$ cat config.mk
export PLATFORM = sky130hd
export DESIGN_NAME = ex_muldiv_sequencer
export DESIGN_NICKNAME = d
export VERILOG_FILES = /design/src/rtl/ex_muldiv_sequencer.sv
export SDC_FILE = /design/constraint.sdc
export NUM_CORES = 1
export LEC_CHECK = 0
export BUFFER_PORTS_ARGS = -buffer_cell sky130_fd_sc_hd__buf_2
export CAP_MARGIN = 20
export CORE_UTILIZATION = 56
export DETAILED_ROUTE_END_ITERATION = 8
export PLACE_DENSITY = 0.79
export SLEW_MARGIN = 20
export SYNTH_ARGS = -nofsm -noshare
export SYNTH_HDL_FRONTEND = slang
export SYNTH_SLANG_ARGS = --single-unit
$ cat constraint.sdc
create_clock -name clk -period 3.7 [get_ports clk]
set_clock_uncertainty 0.05 [all_clocks]
set_input_delay 0.555 -clock clk [delete_from_list [all_inputs] [get_ports clk]]
set_output_delay 0.555 -clock clk [all_outputs]
set_load 0.01 [all_outputs]
$ cat src/rtl/ex_muldiv_sequencer.sv
// Iterative multiply/divide unit beside the EX ALU: shift-add multiply, restoring divide.
// Optional MULDIV_EARLY_OUT_EN: multiplies finish early once the remaining multiplier bits are zero.
module ex_muldiv_sequencer #(
  parameter int WIDTH = 32
) (
  input  logic             clk,
  input  logic             reset,
  input  logic             valid_in,
  input  logic [1:0]       op,
  input  logic [WIDTH-1:0] data_a,
  input  logic [WIDTH-1:0] data_b,
  input  logic             flush,
  output logic             busy,
  output logic             stall,
  output logic             done,
  output logic [WIDTH-1:0] result_lo,
  output logic [WIDTH-1:0] result_hi,
  output logic [2:0]       flag
);
  localparam int CW = $clog2(WIDTH);

  typedef enum logic [2:0] {S_IDLE, S_PREP, S_CALC, S_FIXUP, S_DONE} state_e;

  state_e             state_q;
  logic [1:0]         op_q;
  logic [WIDTH-1:0]   a_q, b_q;
  logic [2*WIDTH-1:0] acc_q, acc_d;
  logic [CW-1:0]      cnt_q;
  logic               neg_lo_q, neg_hi_q;
  logic               busy_q, stall_q, done_q;
  logic [WIDTH-1:0]   res_lo_q, res_hi_q;
  logic [2:0]         flag_q;

  assign busy      = busy_q;
  assign stall     = stall_q;
  assign done      = done_q;
  assign result_lo = res_lo_q;
  assign result_hi = res_hi_q;
  assign flag      = flag_q;

  logic             is_div, is_signed, sa, sb, div_zero, div_ovf, early;
  logic [WIDTH-1:0] abs_a, abs_b, fix_lo, fix_hi;
  logic [WIDTH:0]   mul_sum, div_shl, div_trial;
  logic [2*WIDTH-1:0] prod;

  assign is_div    = op_q[1];
  assign is_signed = ~op_q[0];
  assign sa        = is_signed & a_q[WIDTH-1];
  assign sb        = is_signed & b_q[WIDTH-1];
  assign abs_a     = sa ? -a_q : a_q;
  assign abs_b     = sb ? -b_q : b_q;
  assign div_zero  = is_div && (b_q == '0);
  assign div_ovf   = (op_q == 2'b10) && (a_q == {1'b1, {(WIDTH-1){1'b0}}}) && (&b_q);

  // During CALC b_q holds the magnitude of the multiplicand or divisor.
  assign mul_sum   = {1'b0, acc_q[2*WIDTH-1:WIDTH]} + (acc_q[0] ? {1'b0, b_q} : '0);
  assign div_shl   = {acc_q[2*WIDTH-1:WIDTH], acc_q[WIDTH-1]};
  assign div_trial = div_shl - {1'b0, b_q};

`ifdef MULDIV_EARLY_OUT_EN
  logic [WIDTH-1:0] rem_mask;
  logic [CW:0]      shamt;
  assign rem_mask = {WIDTH{1'b1}} >> (CW'(WIDTH-1) - cnt_q);
  assign shamt    = {1'b0, cnt_q} + (CW+1)'(1);
  assign early    = !is_div && ((acc_q[WIDTH-1:0] & rem_mask) == '0);
`else
  assign early    = 1'b0;
`endif

  always_comb begin
    acc_d = '0;
    if (is_div)
      acc_d = div_trial[WIDTH] ? {div_shl[WIDTH-1:0], acc_q[WIDTH-2:0], 1'b0}
                               : {div_trial[WIDTH-1:0], acc_q[WIDTH-2:0], 1'b1};
    else
      acc_d = {mul_sum, acc_q[WIDTH-1:1]};
`ifdef MULDIV_EARLY_OUT_EN
    if (early) acc_d = acc_q >> shamt;
`endif
  end

  always_comb begin
    prod   = neg_lo_q ? -acc_q : acc_q;
    fix_lo = prod[WIDTH-1:0];
    fix_hi = prod[2*WIDTH-1:WIDTH];
    if (is_div) begin
      fix_lo = neg_lo_q ? -acc_q[WIDTH-1:0] : acc_q[WIDTH-1:0];
      fix_hi = neg_hi_q ? -acc_q[2*WIDTH-1:WIDTH] : acc_q[2*WIDTH-1:WIDTH];
    end
  end

  always_ff @(posedge clk) begin
    if (reset) begin
      state_q  <= S_IDLE;
      op_q     <= '0;
      a_q      <= '0;
      b_q      <= '0;
      acc_q    <= '0;
      cnt_q    <= '0;
      neg_lo_q <= 1'b0;
      neg_hi_q <= 1'b0;
      busy_q   <= 1'b0;
      stall_q  <= 1'b0;
      done_q   <= 1'b0;
      res_lo_q <= '0;
      res_hi_q <= '0;
      flag_q   <= '0;
    end else if (flush) begin
      state_q <= S_IDLE;
      busy_q  <= 1'b0;
      stall_q <= 1'b0;
      done_q  <= 1'b0;
    end else begin
      case (state_q)
        S_IDLE: if (valid_in) begin
          op_q    <= op;
          a_q     <= data_a;
          b_q     <= data_b;
          state_q <= S_PREP;
          busy_q  <= 1'b1;
          stall_q <= 1'b1;
        end
        S_PREP: begin
          neg_lo_q <= sa ^ sb;
          neg_hi_q <= sa;
          cnt_q    <= CW'(WIDTH-1);
          if (div_zero) begin
            res_lo_q <= '1;
            res_hi_q <= a_q;
            flag_q   <= 3'b001;
            state_q  <= S_DONE;
            stall_q  <= 1'b0;
            done_q   <= 1'b1;
          end else if (div_ovf) begin
            res_lo_q <= a_q;
            res_hi_q <= '0;
            flag_q   <= 3'b010;
            state_q  <= S_DONE;
            stall_q  <= 1'b0;
            done_q   <= 1'b1;
          end else begin
            acc_q   <= is_div ? {{WIDTH{1'b0}}, abs_a} : {{WIDTH{1'b0}}, abs_b};
            b_q     <= is_div ? abs_b : abs_a;
            state_q <= S_CALC;
          end
        end
        S_CALC: begin
          acc_q <= acc_d;
          cnt_q <= cnt_q - 1'b1;
          if (early || cnt_q == '0) state_q <= S_FIXUP;
        end
        S_FIXUP: begin
          res_lo_q <= fix_lo;
          res_hi_q <= fix_hi;
          flag_q   <= {(fix_lo == '0) && (fix_hi == '0), 2'b00};
          state_q  <= S_DONE;
          stall_q  <= 1'b0;
          done_q   <= 1'b1;
        end
        S_DONE: begin
          state_q <= S_IDLE;
          busy_q  <= 1'b0;
          done_q  <= 1'b0;
        end
        default: state_q <= S_IDLE;
      endcase
    end
  end
endmodule

==> results.yml <==
synth:
  ys_seq_elements: 210
  synth_edf_count: 0
  syn_inst: 2290
  synth_compound_area_share_pct: 26.2
  muxShareOfSynthArea_pct: 4.89
  synthSimpleGateAreaFrac_pct: 23.1
  async_reset_ff_share_pct: 0
  avgSynthCellArea_um2: 7.33
  synth_top_family_by_area: "compound AO/OA/AOI/OAI gates"
  syn-num-nets: 2433
  netlist_area_um2: 16800
  synth_xor_area_share_pct: 9.34
  yosysUniqueCellTypes: 81
  synth_adder_area_share_pct: 5.53
  yosys_warnings: 0
  synth_top_flop_cell: "dfxtp_1"
  yosysSeqAreaShare_pct: 25.0
setup_path:
  cp-end-kind: "register"
  cp_slowest_stage_delay_ps: 640
  worstPathMaxFanout: 12
  crit_family: "simple AND/OR/NAND/NOR gates"
  worstSetupPathType: "reg2reg"
  start_kind: "register"
  rr_startpoint: "b_q[0]$_SDFFE_PP0P_"
  crit_buf_inv: 3
  cp.required_ps: 4050
  startpoint: "b_q[0]$_SDFFE_PP0P_"
  crit_chain: "buf_4 > ha_1 > nand4_1 > nor4_1 > nand3_1 > nor3_1 > buf_4 > nor3_1 > or3_2 > buf_4 > a221oi_1 > nor3_1"
  cp.arrival_ps: 3970
  cp_slowest_cell: "or3_2"
global_routing:
  grt_pass1_wl_mm: 104
  grt_pass1_vias: 17700
  track_usage_pct: 43.6
  grt-ovfl-total: 0
  antenna_found_initial: 1
  grt_max_degree: 115
clock_network:
  cts_buffers: 25
  clk_latency_ps: 540
  clk_path_buf_depth: 3
  h-tree-depth: 1
  numClockSinks: 210
  cts_root_buf: "clkbuf_16"
  clk_pin_slew_worst_paths_ps: 60
  cts_tree: "built"
timing:
  fin_ws_ps: 80.7
  maxSlewHeadroom_pct: 29.4
  worstMarginPinSlew_ps: 1060
  fin_crit_ps: 3620
  tns_ps: 0
  timing.final.crit_share_pct: 97.8
  hold_viol: 0
  whs_ps: 208
  setup_violations: 0
  fmax_ghz: 0.276
  final_max_slew_viol_count: 0
placement:
  gp_congestion: 1.05
  pre_cts_ws_ps: -60.9
  dp_hpwl_mm: 52.2
  io_buffers: 139
  dp.cells: 2841
  dpl_cell_area_um2: 19000
layout:
  area_delta_synth_final_pct: 19.0
  nets: 2624
  final_util_pct: 67.6
  fin_cells: 2889
  final_area_um2: 20000
  final_layout_size_suffix_gt1_share_pct: 18.8
route:
  vias: 19200
  routed_wl_mm: 68.3
  route.detailed.drc: 0
  drtIter0Drc: 2481
  dr.pass1.iters: 6
  vias_per_cell: 6.65
  post_drt_wl_per_cell_um: 23.6
  postRouteAntennaNets: 0
die:
  die-area_um2: 30700
  pin_count: 140
  rows: 63
  fp.dieH_um: 175
  initial_core_util_pct: 56.8
  core_um2: 29600
  die-width_um: 175
power:
  ir_worst_vdd_mv: 0.418
  p_total_mw: 6.73
  power_density_nw_per_um2: 337
  p_leak_nw: 8.56
run_status:
  status: "finished, final reports clean"
hold_path:
  min_from: "data_a[30]"
  hp-class: "in2reg"
job:
  max_cap_viol_count: 0
-- Yosys cell counts (44+ instances only) --
library cell	count	area, µm²
nor2_1	272	1020
nand2_1	258	968
a21oi_1	216	1080
dfxtp_1	210	4200
clkbuf_1	166	623
xnor2_1	123	1080
o21ai_0	119	596
nor3_1	89	445
ha_1	71	888
a211oi_1	68	510
inv_1	62	233
xor2_1	56	490
nand3_1	44	220
-- logic make-up (layout without fill, tap and decap cells) --
group / after synthesis / in the layout
xor+xnor: 179 / 179
buf+inv: 255 / 462
mux: 57 / 57
fa+ha+maj: 73 / 73
flops: 210 / 210
simple gates: 838 / 838
compound gates: 678 / 678
other cells: 0 / 2
-- layout by cell type, fill, tap and decap left out, types with 23 or more instances in the layout --
cell / netlist / routed
nand3_1: 44 / 44
xnor2_1: 123 / 123
buf_2: 12 / 138
a21o_1: 39 / 39
o221ai_1: 25 / 25
buf_4: 0 / 208
o211ai_1: 26 / 26
nor3_1: 89 / 88
ha_1: 71 / 71
o21ai_0: 119 / 117
a31oi_1: 27 / 26
xor2_1: 56 / 55
inv_1: 62 / 60
nand2_1: 258 / 257
dfxtp_1: 210 / 208
mux2i_1: 28 / 28
a21oi_1: 216 / 215
nor4_1: 27 / 23
a211oi_1: 68 / 66
clkbuf_16: 0 / 26
nand4_1: 24 / 24
nor2_1: 272 / 272
-- routing by layer --
layer  GRT usage (%)  vias to the layer above  wire, µm  share of wire [%]
li1                -                     8689         -                  -
met1            55.5                     8948     26400                 39
met2            66.3                     1263     29000                 42
met3            9.31                      301      7640                 11
met4            28.9                        0      5230                7.7
met5               0                        -         0                  0
-- tightest hold or removal path: cells and delay by family --
kind	cells	cell delay [ps]
buffers and inverters	1	90
AOI/OAI and AO/OA	1	50
and+or+nand+nor	1	50
-- final timing paths --
kind / to / cells past startpoint / slack, ps
worst max register to register: result_hi[20]$_SDFFE_PP0P_ / 12 / 80
worst min register to register: result_lo[11]$_SDFFE_PP0P_ / 2 / 400
worst max-delay path: result_hi[20]$_SDFFE_PP0P_ / 12 / 80
worst min-delay path: a_q[30]$_SDFFE_PP0P_ / 3 / 210
-- sequential cells by signal, indices dropped and copies added, names as in the netlist --
register,count
acc_q,64
a_q,32
b_q,32
result_hi,32
result_lo,32
cnt_q,5
flag,3
state_q,3
op_q,2
busy,1
done,1
neg_hi_q,1
neg_lo_q,1
stall,1
-- what timing repair did --
item | CTS | global route
pin swaps | 0 | 4
cloned | 0 | 1
buffers inserted | 0 | 2
resized for setup | 1 | 24
hold buffers | 0 | 0
endpoints found under the setup margin | 2 | 31
-- layout make-up --
type	instances	area [µm²]
multi-input combinational	1825	11700
fill	2563	9580
sequential	210	4210
timing repair buffer	356	2440
clock buffer	35	713
tap	390	488
inverter	63	236
clock inverter	8	151
antenna	2	5.00
-- where the power goes --
group | internal (mW) | switching, mW | leakage [nW]
Sequential | 2.33 | 0.0698 | 1.71
Clock | 1.62 | 1.04 | 0.411
Combinational | 0.643 | 1.03 | 6.44
Note: power is estimated with default switching activity, not from simulation.
